File: config.mk
export PLATFORM = sky130hd
export DESIGN_NAME = addsub_xor_pipe_flat
export DESIGN_NICKNAME = d
export VERILOG_FILES = /design/src/rtl/addsub_xor_pipe_pkg.sv /design/src/rtl/addsub_xor_pipe_if.sv /design/src/rtl/addsub_xor_pipe_xor_vec_cond.sv /design/src/rtl/addsub_xor_pipe.sv /design/src/flat_wrapper.sv
export SDC_FILE = /design/constraint.sdc
export NUM_CORES = 1
export LEC_CHECK = 0
export ABC_AREA = 1
export BUFFER_PORTS_ARGS = -buffer_cell sky130_fd_sc_hd__buf_2
export CAP_MARGIN = 5
export CORE_MARGIN = 2
export CORE_UTILIZATION = 50
export CTS_CLUSTER_SIZE = 16
export DETAILED_ROUTE_END_ITERATION = 10
export MAX_ROUTING_LAYER = met4
export PLACE_DENSITY = 0.82
export SLEW_MARGIN = 20
export SYNTH_ARGS = -nofsm -noshare
export SYNTH_HDL_FRONTEND = slang
export SYNTH_SLANG_ARGS = --single-unit
File: constraint.sdc
create_clock -name clk -period 2.42 [get_ports clk]
set_input_delay 0.242 -clock clk [delete_from_list [all_inputs] [get_ports clk]]
set_output_delay 0.242 -clock clk [all_outputs]
set_load 0.01 [all_outputs]
File: src/rtl/addsub_xor_pipe_pkg.sv
// Shared opcodes and flag-vector layout for the add/sub/xor pipeline.
// Latency: n/a (definitions only).
// Backpressure: n/a.
package addsub_pkg;

    localparam logic [1:0] OP_ADD = 2'b00;
    localparam logic [1:0] OP_SUB = 2'b01;
    localparam logic [1:0] OP_XOR = 2'b10;
    localparam logic [1:0] OP_INV = 2'b11;

    localparam int FLG_C = 0;
    localparam int FLG_V = 1;
    localparam int FLG_Z = 2;
    localparam int FLG_N = 3;
    localparam int FLG_W = 4;

    typedef logic [1:0]       op_t;
    typedef logic [FLG_W-1:0] flags_t;

endpackage

File: src/rtl/addsub_xor_pipe_if.sv
// Request/result handshake bundle for addsub_xor_pipe.
// Latency: n/a (wiring only).
// Backpressure: in_ready/out_ready valid-ready pairs.
interface addsub_xor_pipe_if #(parameter int WIDTH = 16);

    logic             in_valid;
    logic             in_ready;
    logic [WIDTH-1:0] in_a;
    logic [WIDTH-1:0] in_b;
    logic [1:0]       in_op;
    logic             out_valid;
    logic             out_ready;
    logic [WIDTH-1:0] out_res;
    logic             out_c;
    logic             out_v;
    logic             out_z;
    logic             out_n;

    modport slave (
        input  in_valid, in_a, in_b, in_op, out_ready,
        output in_ready, out_valid, out_res, out_c, out_v, out_z, out_n
    );

    modport master (
        output in_valid, in_a, in_b, in_op, out_ready,
        input  in_ready, out_valid, out_res, out_c, out_v, out_z, out_n
    );

endinterface

File: src/rtl/addsub_xor_pipe_xor_vec_cond.sv
// Broadcast XOR: inverts every bit of a when b is set.
// Latency: combinational.
// Backpressure: none.
module xor_vec_cond #(
    parameter int WIDTH = 16
) (
    input  logic [WIDTH-1:0] a,
    input  logic             b,
    output logic [WIDTH-1:0] out
);

    assign out = a ^ {WIDTH{b}};

endmodule

File: src/rtl/addsub_xor_pipe.sv
// Two-stage ALU: stage 1 conditions operands, stage 2 adds and forms flags.
// Latency: 2 cycles, one request per cycle.
// Backpressure: stages hold on !out_ready; in_ready falls only with both stages full.
module addsub_xor_pipe
    import addsub_pkg::*;
#(
    parameter int WIDTH = 16
) (
    input  logic               clk,
    input  logic               rst,
    addsub_xor_pipe_if.slave   io
);

    logic             adv1;
    logic             adv2;

    logic             s1_valid;
    logic [WIDTH-1:0] s1_x;
    logic [WIDTH-1:0] s1_y;
    logic             s1_cin;
    op_t              s1_op;

    logic             s2_valid;
    logic [WIDTH-1:0] s2_res;
    flags_t           s2_flags;

    logic [WIDTH-1:0] b_cond;
    logic [WIDTH-1:0] a_cond;
    logic [WIDTH-1:0] x_nx;
    logic [WIDTH-1:0] y_nx;
    logic             cin_nx;

    logic [WIDTH:0]   sum;
    logic [WIDTH-1:0] res_nx;
    flags_t           flags_nx;

    // in_ready is the only combinational path (from out_ready).
    assign adv2        = !s2_valid || io.out_ready;
    assign adv1        = !s1_valid || adv2;
    assign io.in_ready = adv1;

    xor_vec_cond #(.WIDTH(WIDTH)) u_inv_b (
        .a   (io.in_b),
        .b   (io.in_op == OP_SUB),
        .out (b_cond)
    );

    xor_vec_cond #(.WIDTH(WIDTH)) u_inv_a (
        .a   (io.in_a),
        .b   (io.in_op == OP_INV),
        .out (a_cond)
    );

    always_comb begin
        x_nx   = io.in_a;
        y_nx   = io.in_b;
        cin_nx = 1'b0;
        case (io.in_op)
            OP_SUB: begin
                y_nx   = b_cond;
                cin_nx = 1'b1;
            end
            OP_XOR: begin
                x_nx = io.in_a ^ io.in_b;
                y_nx = '0;
            end
            OP_INV: begin
                x_nx = a_cond;
                y_nx = '0;
            end
            default: ;
        endcase
    end

    always_ff @(posedge clk) begin
        if (rst) begin
            s1_valid <= 1'b0;
            s1_x     <= '0;
            s1_y     <= '0;
            s1_cin   <= 1'b0;
            s1_op    <= OP_ADD;
        end else if (adv1) begin
            s1_valid <= io.in_valid;
            if (io.in_valid) begin
                s1_x   <= x_nx;
                s1_y   <= y_nx;
                s1_cin <= cin_nx;
                s1_op  <= io.in_op;
            end
        end
    end

    assign sum = {1'b0, s1_x} + {1'b0, s1_y} + {{WIDTH{1'b0}}, s1_cin};

    always_comb begin
        res_nx   = s1_x;
        flags_nx = '0;
        if (s1_op == OP_ADD || s1_op == OP_SUB) begin
            res_nx          = sum[WIDTH-1:0];
            flags_nx[FLG_C] = sum[WIDTH];
            // Overflow uses the post-inversion y so SUB needs no special case.
            flags_nx[FLG_V] = (s1_x[WIDTH-1] == s1_y[WIDTH-1]) &&
                              (sum[WIDTH-1] != s1_x[WIDTH-1]);
        end
        flags_nx[FLG_Z] = (res_nx == '0);
        flags_nx[FLG_N] = res_nx[WIDTH-1];
    end

    always_ff @(posedge clk) begin
        if (rst) begin
            s2_valid <= 1'b0;
            s2_res   <= '0;
            s2_flags <= '0;
        end else if (adv2) begin
            s2_valid <= s1_valid;
            if (s1_valid) begin
                s2_res   <= res_nx;
                s2_flags <= flags_nx;
            end
        end
    end

    assign io.out_valid = s2_valid;
    assign io.out_res   = s2_res;
    assign io.out_c     = s2_flags[FLG_C];
    assign io.out_v     = s2_flags[FLG_V];
    assign io.out_z     = s2_flags[FLG_Z];
    assign io.out_n     = s2_flags[FLG_N];

endmodule
File: src/flat_wrapper.sv
// flat-port wrapper written by rule: the top's interface ports become plain ports
module addsub_xor_pipe_flat import addsub_pkg::*;
#(
    parameter int WIDTH = 16
)
  (clk, rst, io_in_valid, io_in_a, io_in_b, io_in_op, io_out_ready, io_in_ready, io_out_valid, io_out_res, io_out_c, io_out_v, io_out_z, io_out_n);
  addsub_xor_pipe_if #(.WIDTH(WIDTH)) io_i ();
  input  logic clk;
  input  logic rst;
  input wire logic [$bits(io_i.in_valid)-1:0] io_in_valid;
  input wire logic [$bits(io_i.in_a)-1:0] io_in_a;
  input wire logic [$bits(io_i.in_b)-1:0] io_in_b;
  input wire logic [$bits(io_i.in_op)-1:0] io_in_op;
  input wire logic [$bits(io_i.out_ready)-1:0] io_out_ready;
  output wire logic [$bits(io_i.in_ready)-1:0] io_in_ready;
  output wire logic [$bits(io_i.out_valid)-1:0] io_out_valid;
  output wire logic [$bits(io_i.out_res)-1:0] io_out_res;
  output wire logic [$bits(io_i.out_c)-1:0] io_out_c;
  output wire logic [$bits(io_i.out_v)-1:0] io_out_v;
  output wire logic [$bits(io_i.out_z)-1:0] io_out_z;
  output wire logic [$bits(io_i.out_n)-1:0] io_out_n;
  assign io_i.in_valid = io_in_valid;
  assign io_i.in_a = io_in_a;
  assign io_i.in_b = io_in_b;
  assign io_i.in_op = io_in_op;
  assign io_i.out_ready = io_out_ready;
  assign io_in_ready = io_i.in_ready;
  assign io_out_valid = io_i.out_valid;
  assign io_out_res = io_i.out_res;
  assign io_out_c = io_i.out_c;
  assign io_out_v = io_i.out_v;
  assign io_out_z = io_i.out_z;
  assign io_out_n = io_i.out_n;
  addsub_xor_pipe #(.WIDTH(WIDTH)) u_core (.clk(clk), .rst(rst), .io(io_i));
endmodule
After elaboration in Yosys (flattened, before gate mapping)
Cells that the tools add are included.
{ "totals": {"register_bits": 57, "in_bits": 38, "output_inout_bits": 22, "elab_cells": 35} }
{ "op_classes": {"addsub": 2, "eq_ne": 6, "muxes": 5, "n_bitwise": 3, "reduce_logical": 11} }
{ "ops": {"columns": ["op", "count"], "rows": [
  ["one-hot mux 16 bit (2 select lines)", 2],
  ["XOR 16 bit", 3],
  ["adder 16 x 16 -> 17 bit", 1],
  ["adder 17 x 1 -> 17 bit", 1],
  ["logical NOT 16 bit", 1],
  ["2-to-1 mux 16 bit", 1],
  ["equality test 2 x 1 -> 1 bit, second input constant", 2],
  ["equality test 2 bit, second input constant", 2],
  ["AND reduction 2 bit", 2],
  ["logical OR 1 bit", 3],
  ["logical NOT 1 bit", 2],
  ["logical NOT 2 bit", 1],
  ["2-to-1 mux 2 bit", 1],
  ["OR reduction 2 bit", 1],
  ["equality test 1 bit", 1],
  ["logical AND 1 bit", 1],
  ["2-to-1 mux 1 bit", 1],
  ["inequality test 1 bit", 1]
]} }

Longest topological paths before layout
{ "logic_depth": {"depth_word": 5, "depth_mapped": 17, "mapped_depth_nobuf": 16} }

Hierarchy
A second synthesis with hierarchy kept.
{ "hier_totals": {"cells_unflattened": 732, "hier_area_um2": 4409.2} }
{ "modules_own_cells": {"columns": ["module", "instances", "cells_each", "area_each_um2", "seq_area_each_um2"], "rows": [
  ["addsub_xor_pipe", 1, 596, 3823.7, 1101.1],
  ["xor_vec_cond", 2, 68, 292.8, 0.0]
]} }

Worst setup path before layout
Ideal clock, no wire load.
{ "synth_path": {"path_type": "register to register", "from": "reg u_core.s1_cin", "to": "reg u_core.s2_flags[2]", "setup_time_ns": 0.067, "arrival_ns": 2.149, "required_ns": 2.353, "setup_slack_ns": 0.204, "path_stages_with_launch": 17, "n_path_buf": 0, "period_less_slack_ns": 2.216, "cell_sequence": "dfxtp_1 inv_1 fa_1 fa_1 inv_1 nand2_1 nand2_1 nand2_1 o21ai_0 nand3_1 nor2_1 nand2_1 nor2_1 nand3_1 nor2_1 nand3_1 a21oi_2"} }
{ "synth_between": {"elab_chain_len": 3} }
{ "synth_rtl": {"columns": ["element", "line_no", "text"], "rows": [
  ["start, declared", "addsub_xor_pipe.sv:20", "logic s1_cin;"],
  ["start signal, assigned", "addsub_xor_pipe.sv:87", "s1_cin <= cin_nx;"],
  ["adder 17 x 1 -> 17 bit", "addsub_xor_pipe.sv:93", "assign sum = {1'b0, s1_x} + {1'b0, s1_y} + {{WIDTH{1'b0}}, s1_cin};"],
  ["2-to-1 mux 16 bit", "addsub_xor_pipe.sv:98", "if (s1_op == OP_ADD || s1_op == OP_SUB) begin"],
  ["logical NOT 16 bit", "addsub_xor_pipe.sv:105", "flags_nx[FLG_Z] = (res_nx == '0);"],
  ["end signal, assigned", "addsub_xor_pipe.sv:118", "s2_flags <= flags_nx;"],
  ["end, declared", "addsub_xor_pipe.sv:25", "flags_t s2_flags;"]
]} }
No other way between the ends.
A chain may end at the register's enable or synchronous reset.

Final worst setup path
Ends and elaborated chain as after synthesis.

==> run metrics <==
Net Count, Synth 601; Final Hold Viols 0; Remaining Overflow, GRT 0; Worst Path Required 2.67 ns; Post-Syn Area per Cell 6.55 um^2; max cap viols 0; clock skew 0.00718 ns; routed vias/inst 5.20; Hold Crit Class primary input to flip-flop; Critical Path Max Stage Delay 0.52 ns; CP Buf/Inv Count 1; Die W 88.6 um; setup repair after global routing missed its margin yes; hold_buf cts 0; Setup Viol. Count Final 0; Num CTS Buffers 5; dpl cells 685; DRC Markers 0; Worst setup EP type flip-flop; most used cell along the critical path nor2_1; # fillers 689; synthesized cell area 0.00357 mm^2; largest net degree at the start of global routing 44; vias in the first global route 3409; Setup Buffers After CTS 0; number of diodes 0; CTS tree done; # H-tree levels 2; FF+latch count, synth 55; top cells by area, synth dfxtp_1 31%, nand2_1 15%, inv_1 7.2%; first-pass GRT wire length 15500 um; IO buf count 59; Cell Pwr Density 506 mW/mm^2; Final Slew Violations 0; GPL Wtd Cong 0.956; register area share after synthesis 30.8%; fin crit share 93.5%; WP data arrival 2.52 ns; Period minus WS final 2.26 ns; Slew @ Worst Pin 0.889 ns; Yosys cell types 32; Layout Nets 651; fmax 442 MHz; worst-skew pair later-pin latency 0.31 ns; FP Rows 30; total track usage 26.0%; Root Buffer clkbuf_8; maximum vdd drop 369 uV; DR iter-0 viols 196; maximum clock path buffer count 2; Via Count 3601; Critical Path Fanout Max 2; cell count after synthesis 546; worst-path cell with the longest stage delay fa_2; final setup TNS 0 ns; status finished, final reports clean; Initial Util 52.0%; layout cell share with drive strength beyond 1 16.4%; number of routed nets with antenna violations 0; Worst-path clk slew 0.10 ns; drt wl/cell 13.3 um; initial antenna violation count 0; final cell count without fillers 693; Synth area leader dfxtp_1; core area 0.00687 mm^2; P_leak 0.00210 uW; full die area 0.00784 mm^2; WS Path Type flip-flop to flip-flop; DP HPWL 7390 um; TritonRoute pass-1 iters 4; die height 88.6 um; Fin Hold WS 0.205 ns; Pwr Total 2050 uW; CP startpoint kind flip-flop; Clock Sinks 55; Routed Wire Length 9220 um; Yosys top cell area share 30.8%; CP top delay family adder cells; crit path cell chain inv_2 > fa_2 > fa_2 > o21ai_1 > nor2_1 > nand3_1 > nor2_1 > nand2_1 > nor2_1 > nand3_1 > nor2_1 > nand3_1 > a21oi_2; I/O pin cnt 60; Synthesis Warnings 0; Slew Limit Headroom 40.7%; Synth-to-Final Area Change 13.1%
-- cell type report --
| cell class | count | area (um^2) | area share [%] |
|---|---|---|---|
| clock buffers | 5 | 68.8 | 1.70 |
| clock inverters | 3 | 23.8 | 0.588 |
| inverters | 72 | 270 | 6.69 |
| multi-input cells | 393 | 2090 | 51.6 |
| flip-flops and latches | 55 | 1100 | 27.3 |
| well taps | 96 | 120 | 2.97 |
| repair buffers | 69 | 370 | 9.16 |
-- placed cells by master (no fill, tap or decap), types with 8 or more instances in the layout --
master / netlist / routed
inv_1: 69 / 67
dfxtp_1: 55 / 54
ha_1: 15 / 15
o21ai_0: 49 / 48
nand3_1: 31 / 31
buf_2: 5 / 59
buf_4: 1 / 10
xor2_1: 22 / 22
a21oi_1: 47 / 47
o211ai_1: 11 / 11
nand2_1: 144 / 143
nor2_1: 30 / 30
a21o_1: 8 / 8
-- path summary, 6_finish.rpt --
kind	cells past startpoint	startpoint	slack [ns]	endpoint
worst min-delay path	3	io_in_a[13]	0.21	u_core.s1_x[13]$_SDFFE_PP0P_
worst min register to register	2	u_core.s1_cin$_SDFFE_PP0P_	0.47	u_core.s1_cin$_SDFFE_PP0P_
worst max-delay path	13	u_core.s1_cin$_SDFFE_PP0P_	0.16	u_core.s2_flags[2]$_SDFFE_PP0P_
worst max register to register	13	u_core.s1_cin$_SDFFE_PP0P_	0.16	u_core.s2_flags[2]$_SDFFE_PP0P_
-- cell usage after synthesis --
cell type,n
a31oi_1,1
ha_1,15
xor2_1,22
o21ai_0,49
nand2_2,3
buf_2,5
fa_1,2
nand2_1,144
clkbuf_8,1
nor2_2,1
o21ai_1,4
a21oi_1,47
clkbuf_1,17
clkinv_1,2
a211oi_1,1
nand3_1,31
nor3_1,4
inv_1,69
nor2_1,30
buf_1,1
nand2_4,1
o21a_1,3
or2_2,5
a21o_1,8
inv_2,1
nand3b_1,3
buf_4,1
o211ai_1,11
dfxtp_1,55
buf_6,1
nand4_1,4
a21oi_2,4
-- what timing repair did --
| action | CTS | global route |
|---|---|---|
| endpoints found under the setup margin | 1 | 4 |
| gates resized for setup | 1 | 6 |
| cloned | 0 | 0 |
| pin swaps | 0 | 3 |
-- per-layer routing --
metal | track usage, % | routed length, um
met1 | 33.8 | 4350
met2 | 42.7 | 4380
met3 | 2.33 | 330
met4 | 8.68 | 170
met5 | - | 0
-- kinds of logic (layout without fill, tap and decap cells) --
family	Yosys count	after routing	synth area share (%)
buffers and inverters	98	149	11.1
xor gates and xnor gates	22	22	5.39
adders and majority gates	17	17	6.37
AOI/OAI and AO/OA	128	128	20.0
and+or+nand+nor	226	226	26.4
DFF	55	55	30.8
-- state kept, by name, summed over array words and instances (netlist names) --
register / cells
u_core.s1_op: 1
u_core.io.out_res: 15
u_core.s1_y: 16
u_core.s2_flags: 4
u_core.io.out_valid: 1
u_core.s1_x: 16
u_core.s1_valid: 1
u_core.s1_cin: 1
-- through the flow --
step | util [%] | instance area [um^2] | setup WS [ns]
2_1_floorplan | - | 3570 | 0.204
3_3_place_gp | 57.4 | 3940 | 0.0636
3_5_place_dp | 57.4 | 3940 | 0.00199
4_1_cts | 58.7 | 4040 | 0.0320
5_1_grt | 58.8 | 4040 | -0.0650
6_report | 58.8 | 4040 | 0.157
-- worst min-delay path, delay by kind of cell --
| family | cells | cell delay (ns) |
|---|---|---|
| AO/OA/AOI/OAI | 1 | 0.10 |
| buffers and inverters | 1 | 0.08 |
| XOR/XNOR | 1 | 0.05 |
-- report_power, final --
group / switching (uW) / internal [uW]
clock network: 314 / 208
registers: 48.0 / 965
logic: 315 / 197
total: 677 / 1370
(Power assumes the default switching activity.)
